### config.mk
export PLATFORM = sky130hd
export DESIGN_NAME = gpio_event_ctrl
export DESIGN_NICKNAME = d
export VERILOG_FILES = /design/src/rtl/gpio_event_pkg.sv /design/src/rtl/gpio_event_ctrl_rr_arb.sv /design/src/rtl/gpio_event_ctrl.sv
export SDC_FILE = /design/constraint.sdc
export NUM_CORES = 1
export LEC_CHECK = 0
export ABC_AREA = 1
export BUFFER_PORTS_ARGS = -buffer_cell sky130_fd_sc_hd__buf_2
export CAP_MARGIN = 10
export CORE_AREA = 2 2 114 171
export CTS_CLUSTER_DIAMETER = 150
export DETAILED_ROUTE_END_ITERATION = 7
export DIE_AREA = 0 0 116 173
export PLACE_DENSITY = 0.81
export SYNTH_ARGS = -nofsm -noshare
export SYNTH_HDL_FRONTEND = slang
export SYNTH_SLANG_ARGS = --single-unit
### constraint.sdc
create_clock -name clk_i -period 5.44 [get_ports clk_i]
set_input_delay 0.544 -clock clk_i [delete_from_list [all_inputs] [get_ports clk_i]]
set_output_delay 0.544 -clock clk_i [all_outputs]
set_load 0.02 [all_outputs]
### src/rtl/gpio_event_pkg.sv
// Shared types for the GPIO event controller: per-pin trigger encoding,
// event channel state and a helper that classifies edge trigger types.
package gpio_event_pkg;

  // Per-pin trigger type. Codes 6 and 7 are reserved and never trigger.
  typedef enum logic [2:0] {
    DIS  = 3'd0,
    RISE = 3'd1,
    FALL = 3'd2,
    BOTH = 3'd3,
    HIGH = 3'd4,
    LOW  = 3'd5
  } irq_type_e;

  // Event channel state.
  typedef enum logic [0:0] {
    IDLE  = 1'b0,
    VALID = 1'b1
  } evt_state_e;

  // True for trigger types that fire on edge pulses rather than levels.
  function automatic logic is_edge_type(input logic [2:0] t);
    return (t == RISE) || (t == FALL) || (t == BOTH);
  endfunction

endpackage

### src/rtl/gpio_event_ctrl_rr_arb.sv
// Combinational round-robin pick: returns the first requesting index at or
// after the pointer, wrapping modulo NrGpios.
module gpio_event_rr_arb
  import gpio_event_pkg::*;
#(
  parameter  int NrGpios = 32,
  localparam int IdWidth = $clog2(NrGpios)
) (
  input  logic [NrGpios-1:0] req,
  input  logic [IdWidth-1:0] pointer,
  output logic [IdWidth-1:0] gnt_id,
  output logic               gnt_valid
);

  // Scan from the farthest offset down so the nearest requester wins last.
  always_comb begin
    int idx;
    idx       = 0;
    gnt_id    = '0;
    gnt_valid = 1'b0;
    for (int i = NrGpios - 1; i >= 0; i--) begin
      idx = int'(pointer) + i;
      if (idx >= NrGpios) idx = idx - NrGpios;
      if (req[idx]) begin
        gnt_valid = 1'b1;
        gnt_id    = IdWidth'(idx);
      end
    end
  end

endmodule

### src/rtl/gpio_event_ctrl.sv
// GPIO event controller: qualifies input-stage edges/levels per pin, latches
// pending status, raises one aggregated interrupt and serialises pending pins
// onto a valid/ready event channel via a round-robin arbiter.
// Optional: define GPIO_EVT_OVERFLOW_EN to add the per-pin ovf_o flags that
// record a second edge hit arriving while the pin is still pending.
module gpio_event_ctrl
  import gpio_event_pkg::*;
#(
  parameter  int NrGpios = 32,
  localparam int IdWidth = $clog2(NrGpios)
) (
  input  logic                    clk_i,
  input  logic                    rst_ni,
  input  logic [NrGpios-1:0]      r_edge_i,
  input  logic [NrGpios-1:0]      f_edge_i,
  input  logic [NrGpios-1:0]      level_i,
  input  logic [NrGpios-1:0]      irq_en_i,
  input  logic [NrGpios-1:0][2:0] irq_type_i,
  input  logic                    clr_valid_i,
  input  logic [NrGpios-1:0]      clr_mask_i,
  output logic [NrGpios-1:0]      gpio_en_o,
  output logic [NrGpios-1:0]      status_o,
  output logic                    irq_o,
`ifdef GPIO_EVT_OVERFLOW_EN
  output logic [NrGpios-1:0]      ovf_o,
`endif
  output logic                    evt_valid_o,
  output logic [IdWidth-1:0]      evt_id_o,
  input  logic                    evt_ready_i
);

  logic [NrGpios-1:0] hit;
  logic [NrGpios-1:0] clr;
  logic [NrGpios-1:0] status_next;
  logic [NrGpios-1:0] sent;
  logic [NrGpios-1:0] sent_set;
  logic [NrGpios-1:0] req;
  logic [IdWidth-1:0] rr_ptr;
  logic [IdWidth-1:0] gnt_id;
  logic               gnt_valid;
  logic               handshake;
  evt_state_e         state;

  assign gpio_en_o   = irq_en_i;
  assign clr         = {NrGpios{clr_valid_i}} & clr_mask_i;
  assign status_next = hit | (status_o & ~clr);
  assign req         = status_o & ~sent & irq_en_i;
  assign handshake   = evt_valid_o & evt_ready_i;

  // Qualify each stage's edge/level outputs against its trigger type.
  always_comb begin
    hit = '0;
    for (int i = 0; i < NrGpios; i++) begin
      if (irq_en_i[i]) begin
        case (irq_type_i[i])
          RISE:    hit[i] = r_edge_i[i];
          FALL:    hit[i] = f_edge_i[i];
          BOTH:    hit[i] = r_edge_i[i] | f_edge_i[i];
          HIGH:    hit[i] = level_i[i];
          LOW:     hit[i] = ~level_i[i];
          default: hit[i] = 1'b0;
        endcase
      end
    end
  end

  // Mark the emitted pin as sent, unless it was cleared before or during the beat.
  always_comb begin
    sent_set = '0;
    if (handshake) sent_set[evt_id_o] = status_o[evt_id_o] & ~clr[evt_id_o];
  end

  gpio_event_rr_arb #(
    .NrGpios (NrGpios)
  ) u_arb (
    .req       (req),
    .pointer   (rr_ptr),
    .gnt_id    (gnt_id),
    .gnt_valid (gnt_valid)
  );

  // Pending status, sent flags and the aggregated interrupt.
  always_ff @(posedge clk_i or negedge rst_ni) begin
    if (!rst_ni) begin
      status_o <= '0;
      sent     <= '0;
      irq_o    <= 1'b0;
    end else begin
      status_o <= status_next;
      sent     <= (sent | sent_set) & ~clr;
      irq_o    <= |status_next;
    end
  end

  // Event channel: load a grant in IDLE, hold it until accepted, then idle a cycle.
  always_ff @(posedge clk_i or negedge rst_ni) begin
    if (!rst_ni) begin
      state       <= IDLE;
      evt_valid_o <= 1'b0;
      evt_id_o    <= '0;
      rr_ptr      <= '0;
    end else begin
      case (state)
        IDLE: begin
          if (gnt_valid) begin
            evt_id_o    <= gnt_id;
            evt_valid_o <= 1'b1;
            state       <= VALID;
          end
        end
        VALID: begin
          if (evt_ready_i) begin
            evt_valid_o <= 1'b0;
            rr_ptr      <= (evt_id_o == IdWidth'(NrGpios - 1)) ? '0 : evt_id_o + IdWidth'(1);
            state       <= IDLE;
          end
        end
        default: state <= IDLE;
      endcase
    end
  end

`ifdef GPIO_EVT_OVERFLOW_EN
  logic [NrGpios-1:0] ovf_set;

  // An edge hit on an already-pending pin means an event was merged.
  always_comb begin
    ovf_set = '0;
    for (int i = 0; i < NrGpios; i++) begin
      ovf_set[i] = hit[i] & status_o[i] & is_edge_type(irq_type_i[i]);
    end
  end

  // Overflow flags share the status clear path; a clear beats a same-cycle set.
  always_ff @(posedge clk_i or negedge rst_ni) begin
    if (!rst_ni) ovf_o <= '0;
    else         ovf_o <= (ovf_o | ovf_set) & ~clr;
  end
`endif

endmodule

==> reports/results.tsv <==
stage	metric	value	unit
worst_setup_path	startpoint types	flip-flop	
global_route	antenna violations before repair	2	
cts	CTS Sinks	77	
worst_setup_path	Critical Path Most Common Cell	nand2_1	
floorplanning	I/O pin count	331	
flow_run	max cap viols	0	
drt	Vias/cell	6.20	
synthesis	synth top area cells	dfrtp_1 (20%), nand2_1 (17%), nand3_1 (8.3%), a21oi_1 (6.8%), inv_1 (6.1%)	
place	routability cong.	1.17	
global_route	Congestion Overflow GR	0	
worst_setup_path	Crit. End Element	flip-flop	
drt	antenna viol nets, final	0	
floorplanning	Core Area	0.0185	mm^2
worst_setup_path	Req. time, crit path	5.70	ns
synthesis	Syn Nets	1789	
sta	Slew Limit Fails	0	
sta	worst relative slew slack	6.01	%
synthesis	Yosys cell types	53	
final_layout	most frequent cells in the layout	nand2_1 (438), buf_2 (329), nand3_1 (156), inv_1 (154), a21oi_1 (128)	
sta	Final min period	5.00	ns
worst_setup_path	Critical path buffers and inverters	5	
sta	Final TNS setup	0	ns
place	Detail Placement HPWL	38800	um
final_layout	# nets final	2153	
final_layout	ratio of cells with drive above 1 in the final layout	29.3	%
place	IO Port Bufs	330	
synthesis	Synth Register Bits	77	
final_layout	filler cell count	1748	
drt	DR pass1 iterations	8	
final_layout	Area Growth Syn to Fin	26.3	%
status	status	finished with violations	
sta	worst-margin pin slew	1.40	ns
final_layout	commonest non-fill, non-tap cell in the layout	nand2_1	
synthesis	Most used DFF post-synth	dfrtp_1	
worst_setup_path	crit path DAT	5.26	ns
cts	Clock transition at path regs	0.06	ns
floorplanning	initial cell density of the core	51.1	%
final_layout	Antenna Cells	0	
drt	vias	13200	
cts	H-tree depth	3	
sta	setup ws final	0.442	ns
place	placed inst area	0.0116	mm^2
cts	clock buffer depth	2	
final_layout	final instance area	0.0119	mm^2
synthesis	Yosys top cell area share	20.4	%
synthesis	synthesized cell area	0.00944	mm^2
synthesis	EDFF count, synth	0	
floorplanning	Die Wd	116	um
global_route	first-pass GRT wire length	72100	um
cts	CTS tree	done	
sta	Setup Viol. Count Final	0	
floorplanning	die area	0.0201	mm^2
synthesis	Yosys warning total	0	
drt	1st-iter DRT viols	1563	
worst_setup_path	Worst R2R Start	rr_ptr[3]$_DFFE_PN0P_	
synthesis	post-synthesis sequential area ratio	20.4	%
synthesis	Cells after Synth	1512	
cts	Worst-Skew Late Latency	0.34	ns
worst_setup_path	crit path launch	rr_ptr[3]$_DFFE_PN0P_	
cts	CTS root buffer	clkbuf_16	
sta	Tcrit/Tclk final	91.9	%
sta	Fmax achieved	0.200	GHz
worst_hold_path	hold wc startpoint	clr_mask_i[10]	
worst_setup_path	max incr delay on CP	0.61	ns
drt	Routed wire per std cell	22.5	um
place	worst slack, placed	0.891	ns
floorplanning	Die Ht	173	um
sta	Hold Fails Final Rpt	0	
drt	Residual DRC	10	
worst_setup_path	CP top delay family	simple AND/OR/NAND/NOR gates	
status	violations in the final reports	design-rule violations	
drt	Total Wirelength	48000	um
synthesis	asr flop ratio synth	100	%
sta	worst clock skew	0.00971	ns
cts	total CTS buffers	9	
floorplanning	row count	61	
global_route	largest net degree at the start of global routing	73	
worst_hold_path	worst hold path type	input pin to flip-flop	
global_route	gr usage total	47.6	%
synthesis	Syn Area/Cell	6.25	um^2
sta	RSZ-0062 raised after global routing	false	
worst_setup_path	CP Max Fanout	18	
worst_setup_path	CP Class	flip-flop to flip-flop	
synthesis	biggest area consumer among synthesized cells	dfrtp_1	
worst_setup_path	Worst path slowest cell	dfrtp_1	
global_route	vias in the first global route	12900	
==> worst register-to-register path: cells and delay by family, from the launching register on <==
family / cells / cell delay (ns)
xor+xnor: 1 / 0.60
fa+ha+maj: 1 / 0.22
buf+inv: 5 / 0.72
flops: 1 / 0.61
compound gates: 4 / 0.58
simple gates: 31 / 2.22
==> repair_timing <==
action,4_1_cts,5_1_grt
hold buffers,1,0
hold endpoints to repair,5,0
setup buffers,0,0
setup endpoints to repair,0,0
resized for setup,0,0
==> layer usage <==
| layer | GRT usage, % | wire length, um | part of all wire (%) | vias to the layer above |
|---|---|---|---|---|
| li1 | - | - | - | 5861 |
| met1 | 53.3 | 15700 | 33 | 5959 |
| met2 | 73.8 | 21400 | 45 | 1047 |
| met3 | 13.7 | 5720 | 12 | 352 |
| met4 | 38.8 | 5110 | 11 | 4 |
| met5 | 0 | 25 | 0.052 | - |
==> synth_stat cells (3+ instances only) <==
master,n
a21oi_1,128
a21oi_2,4
a221o_1,26
a221oi_1,5
a31o_2,15
a31oi_1,37
a32o_1,19
buf_1,3
buf_2,7
buf_4,38
buf_6,10
clkbuf_1,16
clkbuf_8,3
clkinv_1,3
dfrtp_1,77
ha_1,17
inv_1,154
inv_2,12
nand2_1,438
nand2_2,28
nand2_4,3
nand3_1,156
nand3_2,24
nand4_1,10
nor2_1,120
nor4_1,13
o21a_1,3
o21ai_0,30
o21ai_1,13
o21ai_2,3
o221ai_1,9
o22ai_1,12
o311ai_0,4
o31ai_1,27
or2_2,5
xor2_1,15
xor2_4,5
==> cell families (layout without fill, tap and decap cells) <==
logic type      count (synthesis)  in the layout  share of synthesized area [%]
simple gates                  804            804                           37.5
buf+inv                       250            619                           12.8
fa+ha+maj                      17             17                           2.25
flops                          77             77                           20.4
compound gates                340            340                           23.7
xor+xnor                       24             24                           3.38
==> registers in the layout (all words and copies together), names as in the netlist <==
signal and flops:
rr_ptr 5, irq_o 1, state 1, evt_valid_o 1, status_o 32, evt_id_o 5
sent 32
==> through the flow <==
stage | hold WS [ns] | util [%] | std cells
6_report | 0.383 | 64.6 | 2133
5_1_grt | 0.386 | 64.6 | 2133
4_1_cts | 0.387 | 64.6 | 2133
3_5_place_dp | 0.354 | 62.9 | 2116
3_3_place_gp | 0.351 | 62.9 | 2116
2_1_floorplan | 0.248 | - | 1512
==> final cells by class <==
type                            instances  area, um^2  area share, %
Multi-Input combinational cell       1185        6310           52.9
Timing Repair Buffer                  430        2420           20.3
Sequential cell                        77        1930           16.2
Inverter                              173         661           5.54
Tap cell                              252         315           2.64
Clock buffer                           11         233           1.95
Clock inverter                          5        58.8          0.493
==> final timing paths <==
| check | end | slack, ns | depth (start not counted) |
|---|---|---|---|
| worst max-delay path | evt_id_o[2]$_DFFE_PN0P_ | 0.44 | 42 |
| worst min-delay path | sent[10]$_DFF_PN0_ | 0.38 | 2 |
| worst max register to register | evt_id_o[2]$_DFFE_PN0P_ | 0.44 | 42 |
| worst min register to register | sent[24]$_DFF_PN0_ | 0.50 | 2 |
| max in group asynchronous | sent[4]$_DFF_PN0_ | 3.72 | 3 |
| min in group asynchronous | status_o[17]$_DFF_PN0_ | 0.55 | 2 |
Power is not shown: default switching activity piles up to over one toggle a cycle in this logic, so the estimate is an artifact.
